$ cat src/rtl/pll_phase_ctrl.sv
// ---------------------------------------------------------------------------
// pll_phase_ctrl
//   Sequencer for the PLL dynamic phase-shift port. Each accepted request is
//   expanded into a train of PSPULSE strobes with PSSEL/PSDIR held stable
//   (setup time before the first pulse, fixed high time, fixed low gap after
//   each pulse). The block also keeps a wrapping per-output phase count and
//   aborts with an error if PLL lock drops mid-sequence.
//
// Handshake: a request transfers on a rising edge where req_valid & req_ready.
//   req_ready is high only in IDLE with pll_lock high and reset low; requests
//   presented while busy are ignored, never queued.
//
// Ports:
//   clk, reset            clock, synchronous active-high reset
//   pll_lock              PLL LOCK status
//   req_valid/req_ready   request handshake
//   req_sel/dir/steps     target output (0..2), direction (1 = advance), count
//   ps_sel/ps_dir         PLL PSSEL/PSDIR, held in IDLE, stable during pulses
//   ps_pulse              PLL PSPULSE
//   busy                  high in every state except IDLE
//   done/err              one-cycle completion pulse; err qualifies failures
//   phase0..2             accumulated step count per output, modulo 2^PHASE_W
//   dbg_state             current FSM state encoding for observation
// ---------------------------------------------------------------------------
module pll_phase_ctrl #(
   parameter int SETUP_CYC = 2,
   parameter int PULSE_CYC = 4,
   parameter int GAP_CYC   = 8,
   parameter int PHASE_W   = 7
) (
   input  logic               clk,
   input  logic               reset,
   input  logic               pll_lock,
   input  logic               req_valid,
   output logic               req_ready,
   input  logic [2:0]         req_sel,
   input  logic               req_dir,
   input  logic [5:0]         req_steps,
   output logic [2:0]         ps_sel,
   output logic               ps_dir,
   output logic               ps_pulse,
   output logic               busy,
   output logic               done,
   output logic               err,
   output logic [PHASE_W-1:0] phase0,
   output logic [PHASE_W-1:0] phase1,
   output logic [PHASE_W-1:0] phase2,
   output logic [2:0]         dbg_state
);

   typedef enum logic [2:0] {
      S_IDLE  = 3'd0,
      S_SETUP = 3'd1,
      S_PULSE = 3'd2,
      S_GAP   = 3'd3,
      S_DONE  = 3'd4
   } state_t;

   localparam int MAX_A   = (SETUP_CYC > PULSE_CYC) ? SETUP_CYC : PULSE_CYC;
   localparam int MAX_CYC = (MAX_A > GAP_CYC) ? MAX_A : GAP_CYC;
   localparam int CNT_W   = $clog2(MAX_CYC + 1);
   localparam logic [PHASE_W-1:0] PH_ONE = PHASE_W'(1);

   state_t               r_state;
   logic [CNT_W-1:0]     r_cnt;
   logic [5:0]           r_steps;
   logic [2:0]           r_ps_sel;
   logic                 r_ps_dir;
   logic                 r_ps_pulse;
   logic                 r_busy;
   logic                 r_done;
   logic                 r_err;
   logic [PHASE_W-1:0]   r_phase0;
   logic [PHASE_W-1:0]   r_phase1;
   logic [PHASE_W-1:0]   r_phase2;

   logic w_accept;
   logic w_active;
   logic w_abort;

   assign req_ready = (r_state == S_IDLE) && pll_lock && !reset;
   assign w_accept  = req_valid && req_ready;
   assign w_active  = (r_state == S_SETUP) || (r_state == S_PULSE) || (r_state == S_GAP);
   assign w_abort   = w_active && !pll_lock;

   always_ff @(posedge clk) begin
      if (reset) begin
         r_state    <= S_IDLE;
         r_cnt      <= '0;
         r_steps    <= '0;
         r_ps_sel   <= '0;
         r_ps_dir   <= 1'b0;
         r_ps_pulse <= 1'b0;
         r_busy     <= 1'b0;
         r_done     <= 1'b0;
         r_err      <= 1'b0;
         r_phase0   <= '0;
         r_phase1   <= '0;
         r_phase2   <= '0;
      end else begin
         r_done <= 1'b0;
         r_err  <= 1'b0;
         if (w_abort) begin
            // Lock loss wins over everything, including a pulse that would
            // have completed this cycle: that step is not counted.
            r_state    <= S_DONE;
            r_ps_pulse <= 1'b0;
            r_done     <= 1'b1;
            r_err      <= 1'b1;
         end else begin
            case (r_state)
               S_IDLE: begin
                  if (w_accept) begin
                     r_ps_sel <= req_sel;
                     r_ps_dir <= req_dir;
                     r_steps  <= req_steps;
                     r_busy   <= 1'b1;
                     if (req_sel > 3'd2) begin
                        r_state <= S_DONE;
                        r_done  <= 1'b1;
                        r_err   <= 1'b1;
                     end else if (req_steps == 6'd0) begin
                        r_state <= S_DONE;
                        r_done  <= 1'b1;
                     end else begin
                        r_state <= S_SETUP;
                        r_cnt   <= CNT_W'(SETUP_CYC - 1);
                     end
                  end
               end
               S_SETUP: begin
                  if (r_cnt == '0) begin
                     r_state    <= S_PULSE;
                     r_ps_pulse <= 1'b1;
                     r_cnt      <= CNT_W'(PULSE_CYC - 1);
                  end else begin
                     r_cnt <= r_cnt - 1'b1;
                  end
               end
               S_PULSE: begin
                  if (r_cnt == '0) begin
                     r_state    <= S_GAP;
                     r_ps_pulse <= 1'b0;
                     r_cnt      <= CNT_W'(GAP_CYC - 1);
                     r_steps    <= r_steps - 6'd1;
                     case (r_ps_sel)
                        3'd0:    r_phase0 <= r_ps_dir ? r_phase0 + PH_ONE : r_phase0 - PH_ONE;
                        3'd1:    r_phase1 <= r_ps_dir ? r_phase1 + PH_ONE : r_phase1 - PH_ONE;
                        3'd2:    r_phase2 <= r_ps_dir ? r_phase2 + PH_ONE : r_phase2 - PH_ONE;
                        default: ;
                     endcase
                  end else begin
                     r_cnt <= r_cnt - 1'b1;
                  end
               end
               S_GAP: begin
                  if (r_cnt == '0) begin
                     if (r_steps != 6'd0) begin
                        r_state    <= S_PULSE;
                        r_ps_pulse <= 1'b1;
                        r_cnt      <= CNT_W'(PULSE_CYC - 1);
                     end else begin
                        r_state <= S_DONE;
                        r_done  <= 1'b1;
                     end
                  end else begin
                     r_cnt <= r_cnt - 1'b1;
                  end
               end
               S_DONE: begin
                  r_state <= S_IDLE;
                  r_busy  <= 1'b0;
               end
               default: begin
                  r_state    <= S_IDLE;
                  r_busy     <= 1'b0;
                  r_ps_pulse <= 1'b0;
               end
            endcase
         end
      end
   end

   assign ps_sel    = r_ps_sel;
   assign ps_dir    = r_ps_dir;
   assign ps_pulse  = r_ps_pulse;
   assign busy      = r_busy;
   assign done      = r_done;
   assign err       = r_err;
   assign phase0    = r_phase0;
   assign phase1    = r_phase1;
   assign phase2    = r_phase2;
   assign dbg_state = r_state;

endmodule

$ cat config.mk
export PLATFORM = sky130hd
export DESIGN_NAME = pll_phase_ctrl
export DESIGN_NICKNAME = d
export VERILOG_FILES = /design/src/rtl/pll_phase_ctrl.sv
export SDC_FILE = /design/constraint.sdc
export NUM_CORES = 1
export LEC_CHECK = 0
export CORE_MARGIN = 1.5
export CORE_UTILIZATION = 57
export DETAILED_ROUTE_END_ITERATION = 10
export PLACE_DENSITY_LB_ADDON = 0.1
export SLEW_MARGIN = 15
export SYNTH_ARGS = -nofsm -noshare
export SYNTH_HDL_FRONTEND = slang
export SYNTH_SLANG_ARGS = --single-unit
$ cat constraint.sdc
create_clock -name clk -period 5.7 [get_ports clk]
set_input_delay 1.71 -clock clk [delete_from_list [all_inputs] [get_ports clk]]
set_output_delay 1.71 -clock clk [all_outputs]
set_load 0.1 [all_outputs]
# After elaboration in Yosys (flattened, before gate mapping)
# Index checks and enable logic that the tools add are counted.
# W data, S select, Z words.
dict set report totals {
  mem_count 0
  latch_bits 0
  regBits 42
  out_inout_bits 33
  rom_bits 0
  input_bits 14
  ram_bits 0
}
dict set report op_classes {
  mul 0
  bitwise_logic 3
  n_shift 0
  mux 41
  order_cmp 1
  n_addsub 8
  div_mod_pow 0
  reduce_logical 28
  eq_ne 18
}
# cell n
set ops {}
lappend ops {{$mux W4} 7}
lappend ops {{$mux W3} 8}
lappend ops {{$reduce_and A4 Y1} 6}
lappend ops {{$add A7 B1 Y7 const B} 3}
lappend ops {{$mux W7} 3}
lappend ops {{$sub A7 B1 Y7 const B} 3}
lappend ops {{$pmux W4 S4} 1}
lappend ops {{$mux W1} 15}
lappend ops {{$mux W6} 2}
lappend ops {{$ne A3 B2 Y1 const B} 4}
lappend ops {{$pmux W3 S4} 1}
lappend ops {{$pmux W6 S2} 1}
lappend ops {{$eq A3 B2 Y1 const B} 3}
lappend ops {{$ne A2 B1 Y1 const B} 4}
lappend ops {{$eq A3 B1 Y1 const B} 2}
lappend ops {{$logic_not A3 Y1} 2}
lappend ops {{$logic_not A6 Y1} 1}
lappend ops {{$ne A2 B2 Y1 const B} 3}
lappend ops {{$reduce_and A3 Y1} 2}
lappend ops {{$reduce_and A6 Y1} 1}
lappend ops {{$reduce_bool A6 Y1} 1}
lappend ops {{$sub A6 B1 Y6 const B} 1}
lappend ops {{$reduce_and A5 Y1} 1}
lappend ops {{$logic_and A1 B1 Y1} 4}
lappend ops {{other kinds (14)} 20}

# Longest topological paths before layout
dict set report depth {
  word_depth 7
  ltp_mapped 8
}

# Worst setup path after synthesis
# No wires, ideal clock.
dict set report synth_timing {
  path_type {input -> output}
  startpoint {input port reset}
  endpoint {output port req_ready}
  stages 3
  n_path_buf 2
  path_slack_ps -192
  arrival_ps 4182
  path_cell_list {clkbuf_1 > clkbuf_1 > nor3_1}
}
dict set report synth_via {
  elab_chain_cells 2
}
# element line_no
set synth_lines {}
lappend synth_lines {{start, declared} 32} ;# input logic reset,
lappend synth_lines {{$logic_not A1 Y1} 81} ;# assign req_ready = (r_state == S_IDLE) && pll_lock && !reset;
lappend synth_lines {{$logic_and A1 B1 Y1} 81}
lappend synth_lines {{end, declared} 35} ;# output logic req_ready,
# No other way between the ends.

# Worst setup path after layout
dict set report layout_timing {
  startpoint {input port pll_lock}
  endpoint {output port req_ready}
}
dict set report layout_via {
  elab_chain_cells 2
}
# element line_no
set layout_lines {}
lappend layout_lines {{start, declared} 33} ;# input logic pll_lock,
lappend layout_lines {{$logic_and A1 B1 Y1 (2 in series)} 81}
# No other way between the ends.

==> impl_metrics.toml <==
[critical_path]
critPathKind = "in -> out"
ff2ff_path_depth = 7
worstPathArrival_ns = 3.05
start_kind = "input pin"
crit_path_end = "req_ready"
critPathCaptureType = "primary output"
cp_max_fo = 7
worstPathRequired_ns = 3.99
crit_path_max_incr_delay_ns = 0.59
cp_slowest_cell = "clkdlybuf4s50_1"
crit_path_start = "pll_lock"
rr_startpoint = "ps_dir"
r2r_slack_ns = 2.87
r2r_end = "phase2[6]"
path_cells = "clkdlybuf4s50_1, nor2b_1, nand2b_1, nor3_2, buf_12"

[layout]
num_antenna_cells = 0
final_cell_area_um2 = 3190
layout.cells.non_filler = 405
fin_util_pct = 72.2
drive_above_1_share_pct = 7.08
area_growth_pct = 20.9
fin_nets = 388

[global_routing]
grt.overflow.total = 0
grt_max_degree = 49
antenna_found_initial = 0
grt_pass1_wl_mm = 10.0
grt.total_usage_pct = 24.4
grt_pass1_vias = 2263

[logic_synthesis]
syn_area_um2 = 2640
async_flop_share_pct = 0
yosysWarningCount = 0
syn_avg_cell_area_um2 = 8.43
synth_area_leaders = "dfxtp_1 32%, ha_1 8.5%, nor2_1 6.0%, a21oi_1 5.5%, a211oi_1 4.3%"
synth-main-ff-cell = "dfxtp_1"
yosys.area.top_type_share_pct = 31.9
syn_nets = 348
synth_cells = 313
synth_top_cell_by_area = "dfxtp_1"
ys_top_cells_by_count = "42 x dfxtp_1, 42 x nor2_1, 29 x a21oi_1"
synth_edf_count = 0
ys_seq_area_share_pct = 31.9
synth_cell_type_count = 49
synth-seq-cells = 42

[placement]
portBuffers = 46
gp_congestion = 0.881
dpl_cell_area_um2 = 3110
placed_cells = 398
dp_hpwl_mm = 4.07

[cts]
h-tree-depth = 2
cts_setup_buffers = 0
cts_buffers = 5
cts.sinks = 42
cts_hold_buf = 0
cts_tree = "done"
post_cts_resized = 0
clk_pin_slew_ns = 0.08
clock_latency_ns = 0.30
ctsRootBufferMaster = "clkbuf_8"
clockBufferDepth = 2

[floorplan]
rows = 24
die_w_um = 71.0
ios = 47
coreArea_um2 = 4410
die_h_um = 71.0
start_util_pct = 59.8
dieArea_um2 = 5040

[routing]
vias = 2391
ant_nets = 0
firstDrtPassIters = 4
wl_per_cell_um = 14.3
drc = 0
via_per_inst = 5.90
drt_iter0_markers = 76
routed_wl_mm = 5.80

[timing]
fin_tns_setup_ns = 0
finalHoldViolCount = 0
final_max_slew_viol_count = 0
min_period_ns = 4.76
relSlewSlack_pct = 34.8
fin_crit_sh_pct = 83.6
worstMarginPinSlew_ns = 0.975
fmax_mhz = 210
skew_ns = 0.00448
rsz0062_at_grt = "false"
setup_viol = 0

[pwr]
seqPwrFrac_pct = 50.8
switching_power_w = 0.000181
power_density_nw_per_um2 = 189
leakagePower_nw = 1.28
peakVddDrop_mv = 0.141
p_comb_share_pct = 18.0
netSwitchingFraction_pct = 30.1
clkPwrFrac_pct = 31.2
cell_internal_pwr_w = 0.000420

[status]
run_status = "finished clean"

[run]
drv_cap = 0

[min_path]
hold_depth = 1
hold_class = "reg -> reg"
## flip-flops by register name (all words and copies together) (netlist names)
name       cells
dbg_state      3
err            1
done           1
phase1         7
ps_pulse       1
r_steps        6
phase0         7
phase2         7
ps_sel         3
r_cnt          4
busy           1
ps_dir         1
## worst max-delay path: cells and delay by family
kind,cells,cell delay [ns]
simple gates,3,0.54
buf+inv,2,0.80
## area by class of cell
class / count / area (um2)
clock buffers: 7 / 76.3
fillers: 367 / 1230
inverters: 9 / 33.8
multi-input cells: 248 / 1690
flip-flops and latches: 42 / 841
well taps: 52 / 65.1
repair buffers: 47 / 478
## kinds of logic (layout without fill, tap and decap cells)
group                      count (synthesis)  count (layout)  share of synthesized area (%)
and+or+nand+nor                          121             121                           25.3
AOI/OAI and AO/OA                         91              91                           22.2
DFF                                       42              42                           31.9
buffers and inverters                     23              63                           4.27
adders and majority gates                 21              21                           10.8
muxes                                      9               9                           3.56
xor gates and xnor gates                   6               6                           1.99
## layer usage
metal	vias up	global-route usage [%]	part of all wire (%)
li1	1223	-	-
met1	1100	29.7	45
met2	57	41.8	49
met3	11	5.13	3.5
met4	0	10.3	2.4
met5	-	0	0
## power groups by stage
stage / clock network [W] / registers (W) / logic [W]
finish: 0.000187 / 0.000305 / 0.000108
global route: 0.000202 / 0.000306 / 0.000117
floorplan: 0 / 0.000338 / 0.0000511
CTS: 0.000193 / 0.000305 / 0.000108
detailed placement: 0 / 0.000312 / 0.000108
global placement: 0 / 0.000312 / 0.000105
## metrics by stage
stage               total power (W)  worst slack, ns  hold slack (ns)
finish                     0.000601            0.937            0.462
global route               0.000625            0.864            0.488
CTS                        0.000606            0.960            0.462
detailed placement         0.000420            0.971            0.444
global placement           0.000417            0.998            0.447
floorplan                  0.000389            0.678            0.456
## cells in the final DEF (no fill, tap or decap), types with 4 or more instances in the layout
| cell type | Yosys | routed |
|---|---|---|
| a211oi_1 | 15 | 15 |
| a21o_1 | 7 | 7 |
| a21oi_1 | 29 | 29 |
| clkbuf_8 | 0 | 5 |
| clkdlybuf4s50_1 | 0 | 45 |
| dfxtp_1 | 42 | 42 |
| ha_1 | 18 | 18 |
| inv_1 | 9 | 9 |
| mux2i_1 | 6 | 6 |
| nand2_1 | 21 | 21 |
| nor2_1 | 42 | 42 |
| nor2b_1 | 10 | 10 |
| nor3_1 | 6 | 4 |
| nor3b_1 | 4 | 4 |
| nor4_1 | 9 | 9 |
| o21a_1 | 4 | 4 |
| o21ai_0 | 17 | 17 |
| o21bai_1 | 5 | 5 |
| or3_1 | 4 | 4 |
| xnor2_1 | 4 | 4 |
## worst min-delay path by stage
stage / startpoint / to / slack, ns
after floorplan: r_steps[5] / r_steps[5] / 0.46
after global placement: busy / busy / 0.45
after detailed placement: busy / busy / 0.44
after CTS: busy / busy / 0.46
after global routing: busy / busy / 0.49
final: busy / busy / 0.46
(Power assumes the default switching activity.)
